File: src/rtl/baud_gen_frac.sv
// Fractional baud-rate generator: os_tick every div_int + div_frac/2^FRAC_W cycles on average, plus mid-bit and end-of-bit ticks.
// Latency: first os_tick is high the cycle after the di-th enabled edge following reset, en rise or resync; all outputs registered.
// Backpressure: none; free-running while en=1, held cleared while en=0 or resync=1.
//
// Ports:
//   clk, arst_n       single clock; synchronous active-low reset
//   en, resync        generator enable; phase restart (pulse or held)
//   div_int, div_frac integer and fractional oversample period (clk cycles)
//   os_tick           oversample tick; mid_tick / bit_tick coincide with an os_tick
//   os_phase          os_tick count within the current bit, 0..OSR-1
//   cfg_err           registered flag, high when div_int < 2 (period clamped to 2)
module baud_gen_frac #(
    parameter int CNT_W  = 16,
    parameter int FRAC_W = 4,
    parameter int OSR    = 16,
    parameter int OSR_W  = $clog2(OSR)
) (
    input  logic              clk,
    input  logic              arst_n,
    input  logic              en,
    input  logic              resync,
    input  logic [CNT_W-1:0]  div_int,
    input  logic [FRAC_W-1:0] div_frac,
    output logic              os_tick,
    output logic              mid_tick,
    output logic              bit_tick,
    output logic [OSR_W-1:0]  os_phase,
    output logic              cfg_err
);

    // One extra bit so that a period of 2^CNT_W (max div_int plus carry) fits.
    localparam int PW = CNT_W + 1;

    localparam logic [OSR_W-1:0] OS_LAST = OSR_W'(OSR - 1);
    localparam logic [OSR_W-1:0] OS_MID  = OSR_W'(OSR / 2 - 1);

    logic [PW-1:0]     cnt_q,      cnt_d;
    logic [PW-1:0]     per_q,      per_d;
    logic [FRAC_W-1:0] acc_q,      acc_d;
    logic [OSR_W-1:0]  os_cnt_q,   os_cnt_d;
    logic              os_tick_q,  os_tick_d;
    logic              mid_tick_q, mid_tick_d;
    logic              bit_tick_q, bit_tick_d;
    logic              cfg_err_q,  cfg_err_d;

    logic              div_small;
    logic [CNT_W-1:0]  di;
    logic [PW-1:0]     di_ext;
    logic [PW-1:0]     per_eff;
    logic              period_end;
    logic [FRAC_W:0]   sum;

    // Periods below 2 would make ticks wider than one cycle, so clamp.
    assign div_small = (div_int < CNT_W'(2));
    assign di        = div_small ? CNT_W'(2) : div_int;
    assign di_ext    = {1'b0, di};

    // Reset clears the period register to 0; until the first edge has
    // latched a real period, use the live clamped divisor so the first
    // period out of reset is di long, same as after en or resync.
    assign per_eff    = (per_q == '0) ? di_ext : per_q;
    assign period_end = (cnt_q == per_eff - PW'(1));

    // Fractional carry stretches the next period by one cycle.
    assign sum = {1'b0, acc_q} + {1'b0, div_frac};

    always_comb begin
        cnt_d      = cnt_q;
        per_d      = per_q;
        acc_d      = acc_q;
        os_cnt_d   = os_cnt_q;
        os_tick_d  = 1'b0;
        mid_tick_d = 1'b0;
        bit_tick_d = 1'b0;
        cfg_err_d  = div_small;

        if (!en || resync) begin
            // Restart: the next period is exactly di, accumulator empty,
            // and a fresh bit begins at phase 0.
            cnt_d    = '0;
            acc_d    = '0;
            os_cnt_d = '0;
            per_d    = di_ext;
        end else if (period_end) begin
            cnt_d      = '0;
            os_tick_d  = 1'b1;
            mid_tick_d = (os_cnt_q == OS_MID);
            bit_tick_d = (os_cnt_q == OS_LAST);
            os_cnt_d   = (os_cnt_q == OS_LAST) ? '0 : os_cnt_q + OSR_W'(1);
            acc_d      = sum[FRAC_W-1:0];
            // Divisor is sampled here only, so a mid-period change never
            // shortens the period already in progress.
            per_d      = di_ext + PW'(sum[FRAC_W]);
        end else begin
            cnt_d = cnt_q + PW'(1);
            per_d = per_eff;
        end
    end

    always_ff @(posedge clk) begin
        if (!arst_n) begin
            cnt_q      <= '0;
            per_q      <= '0;
            acc_q      <= '0;
            os_cnt_q   <= '0;
            os_tick_q  <= 1'b0;
            mid_tick_q <= 1'b0;
            bit_tick_q <= 1'b0;
            cfg_err_q  <= 1'b0;
        end else begin
            cnt_q      <= cnt_d;
            per_q      <= per_d;
            acc_q      <= acc_d;
            os_cnt_q   <= os_cnt_d;
            os_tick_q  <= os_tick_d;
            mid_tick_q <= mid_tick_d;
            bit_tick_q <= bit_tick_d;
            cfg_err_q  <= cfg_err_d;
        end
    end

    assign os_tick  = os_tick_q;
    assign mid_tick = mid_tick_q;
    assign bit_tick = bit_tick_q;
    assign os_phase = os_cnt_q;
    assign cfg_err  = cfg_err_q;

endmodule
File: config.mk
export PLATFORM = sky130hd
export DESIGN_NAME = baud_gen_frac
export DESIGN_NICKNAME = d
export VERILOG_FILES = /design/src/rtl/baud_gen_frac.sv
export SDC_FILE = /design/constraint.sdc
export NUM_CORES = 1
export LEC_CHECK = 0
export BUFFER_PORTS_ARGS = -buffer_cell sky130_fd_sc_hd__buf_2
export CAP_MARGIN = 20
export CELL_PAD_IN_SITES_DETAIL_PLACEMENT = 1
export CELL_PAD_IN_SITES_GLOBAL_PLACEMENT = 1
export CORE_MARGIN = 4
export CORE_UTILIZATION = 45
export CTS_BUF_LIST = sky130_fd_sc_hd__clkbuf_4
export DETAILED_ROUTE_END_ITERATION = 7
export PLACE_DENSITY_LB_ADDON = 0.1
export SYNTH_ARGS = -nofsm -noshare
export SYNTH_HDL_FRONTEND = slang
export SYNTH_SLANG_ARGS = --single-unit
File: constraint.sdc
create_clock -name clk -period 9.9 [get_ports clk]
set_input_delay 1.98 -clock clk [delete_from_list [all_inputs] [get_ports clk]]
set_output_delay 1.98 -clock clk [all_outputs]
set_load 0.03 [all_outputs]
==> flow_summary_export.csv <==
group,metric,value,unit
run_status,status,"finished, final reports clean",
finish,final_common_cell,"dfxtp_1",
critical_path,cp_data_arrival_time,6050,ps
grt,busiest_layer,"met2",
critical_path,critPathLaunchType,"input pin",
grt,grt_pass1_vias,3417,
grt,met3_usage,3.909,%
logic_synthesis,synth.distinct_cells,68,
clock_tree,worstSkewPairLatency,380,ps
floorplanning,die_area,9176,µm²
finish,mostFrequentLayoutCells,"dfxtp_1 (46), nand2_1 (45), nor2_1 (37)",
timing,relSlewSlack,37.33,%
logic_synthesis,async_reset_ff_share,0,%
grt,grt_max_degree,30,
placement,place.gp.congestion,0.8789,
clock_tree,cts_tree,"done",
timing,hold_violations,0,
logic_synthesis,synth_compound_area_share,21.57,%
critical_path,crit_type,"input pin to register",
critical_path,worst-path-max-fanout,26,
logic_synthesis,avgSynthCellArea,8.047,µm²
logic_synthesis,ys_warn_count,0,
clock_tree,root_buffer,"clkbuf_4",
logic_synthesis,synth_edf_count,0,
power,irDropWorstVdd,0.05291,mV
routing,first_pass_iters,5,
routing,wl_per_cell,19.06,µm
critical_path,worstSetupEndpointType,"register",
critical_path,r2r-start,"per_q[5]",
logic_synthesis,yosys.area_share.simple,30.12,%
floorplanning,core_region_area,7370,µm²
critical_path,reg2reg_slack,5760,ps
floorplanning,initial_core_util,47.06,%
floorplanning,num_rows,31,
critical_path,rr_worst_depth,14,
logic_synthesis,synth_nets,465,
hold_path,holdPathEnd,"acc_q[0]",
logic_synthesis,synth-xor-area-share,8.947,%
logic_synthesis,ys_seq_elements,46,
routing,viasPerCell,6.231,
grt,grtUsageTotal,24.10,%
logic_synthesis,netlist_area,3468,µm²
grt,grt_pass1_wl,17400,µm
critical_path,r2r-end,"cnt_q[1]",
placement,io_buffers,31,
floorplanning,die_w,95.79,µm
clock_tree,cts_resized,0,
timing,tns,0,ps
finish,final_layout_size_suffix_gt1_share,14.86,%
logic_synthesis,synth_ff_type,"dfxtp_1",
timing,skew,11.63,ps
hold_path,hp-start,"acc_q[0]",
critical_path,worstPathRequired,10150,ps
clock_tree,postCtsSetupBuffers,0,
power,p_total,0.0003853,W
clock_tree,cts.path.max_buffers,2,
grt,grt_use_met2,38.27,%
clock_tree,numCtsBuffers,5,
grt,grt-ovfl-total,0,
clock_tree,postCtsHoldBufs,0,
logic_synthesis,synthMuxAreaShare,3.499,%
hold_path,hold_class,"register to register",
power,cellPowerDensity,104.2,nW/µm²
grt,antenna_found_initial,0,
grt,met1_usage,33.68,%
timing,fmax,0.1724,GHz
routing,finalWirelength,10480,µm
power,power.leakage,1.301,nW
routing,ant_nets,0,
clock_tree,clk_pin_slew,150,ps
timing,tightest_slew,916.3,ps
logic_synthesis,synth_top_family_by_area,"simple AND/OR/NAND/NOR gates",
hold_path,whs_path_depth,2,
routing,drt-initial-drc-count,251,
finish,area_growth,6.638,%
timing,setup_viol,0,
clock_tree,cts.sinks,46,
finish,layout.nets,484,
run,drv_cap,0,
logic_synthesis,syn_inst,431,
routing,drc_errors,0,
timing,drv_slew,0,
finish,finalNonFillerCells,550,
placement,dp_hpwl,7814,µm
logic_synthesis,synth_fa_ha_area_share,3.824,%
finish,antennaDiodeCount,0,
timing,rsz0062_at_grt,"no",
timing,fin_crit_sh,58.59,%
placement,place_inst,541,
timing,min_period,5801,ps
clock_tree,htree_levels,2,
floorplanning,die_h,95.79,µm
logic_synthesis,seq_area_frac_synth,26.55,%
floorplanning,top_level_ports,32,
routing,num_vias,3427,
## critical path, stage by stage
cell       delay (ps)
buf_2             160
nor4_1            660
a41oi_1           320
a31oi_1           350
ha_1              230
nand2_1            90
a211oi_2          360
nor2b_1           200
a311oi_1          150
a2111oi_4         420
o2111ai_2         160
buf_4             260
nand3_1           570
nor2_1            110
## synthesized netlist by cell type, types with 3 or more instances
cell      instances  area [µm²]
or2_2             6       37.54
nor2b_1           8       50.05
a311o_1           3       30.03
nand4_1           9       56.30
mux2i_1          11       110.1
clkbuf_1         13       48.80
dfxtp_1          46       920.9
or4_1             8       60.06
nand2b_1          3       18.77
or3_1            11       68.82
xor2_1           11       96.34
a311oi_1          7       61.31
nand2_1          45       168.9
xnor2_1          18       157.7
nand3_1          18       90.09
a21oi_1          16       80.08
o21ai_0          15       75.07
and3_1           14       87.58
nor2_1           37       138.9
nor3_1           13       65.06
ha_1              9       112.6
nor4_1            5       31.28
buf_2             5       25.02
inv_1            11       41.29
o22ai_1          10       62.56
a31oi_1          15       93.84
a32oi_1           3       26.28
and2_1            8       50.05
buf_6             6       67.56
## registers in the layout, summed over array words and instances, names as in the netlist
name,cells
os_tick,1
acc_q,4
cnt_q,17
bit_tick,1
os_phase,4
cfg_err,1
mid_tick,1
per_q,17
## per-stage QoR
stage                     setup WS (ps)  hold WS (ps)  cell area [µm²]  utilization, %
after floorplan                    4678         435.6             3468               -
after global placement             3903         443.7             3640           49.39
after detailed placement           3770         456.3             3640           49.39
after CTS                          4184         474.0             3694           50.12
after global routing               3661         498.5             3699           50.19
final                              4099         469.2             3699           50.19
## logic make-up (layout without fill, tap and decap cells)
family          Yosys count  in the layout
compound gates           98             98
xor+xnor                 32             32
fa+ha+maj                10             10
buf+inv                  37             57
flops                    46             46
mux                      12             12
simple gates            196            196
## how the worst max path moves through the flow
stage                      endpoint  slack [ps]  depth (start not counted)         from
after detailed placement   cnt_q[8]        3770                         14  div_int[14]
after CTS                  cnt_q[8]        4180                         14  div_int[14]
final                      cnt_q[5]        4100                         14  div_int[14]
after global routing      cnt_q[16]        3660                         14  div_int[14]
after floorplan            per_q[5]        4680                         16   div_int[6]
after global placement    cnt_q[14]        3900                         14  div_int[14]
## metal layers
| layer | part of all wire, % | vias up |
|---|---|---|
| li1 | - | 1630 |
| met1 | 47 | 1679 |
| met2 | 46 | 103 |
| met3 | 4.8 | 15 |
| met4 | 1.4 | 0 |
| met5 | 0 | - |
## cell type report
| type | instances | area (µm²) |
|---|---|---|
| Tap cell | 99 | 123.9 |
| Clock inverter | 3 | 16.27 |
| Inverter | 12 | 45.04 |
| Fill cell | 929 | 3671 |
| Clock buffer | 5 | 37.54 |
| Timing Repair Buffer | 37 | 197.7 |
| Sequential cell | 46 | 920.9 |
| Multi-Input combinational cell | 348 | 2357 |
## where the power goes
group | internal (W) | switching (W) | leakage, nW
registers | 0.000190 | 0.00000703 | 0.374
clock network | 0.0000265 | 0.0000669 | 0.0286
logic | 0.0000356 | 0.0000595 | 0.898
Note: power is estimated with default switching activity, not from simulation.
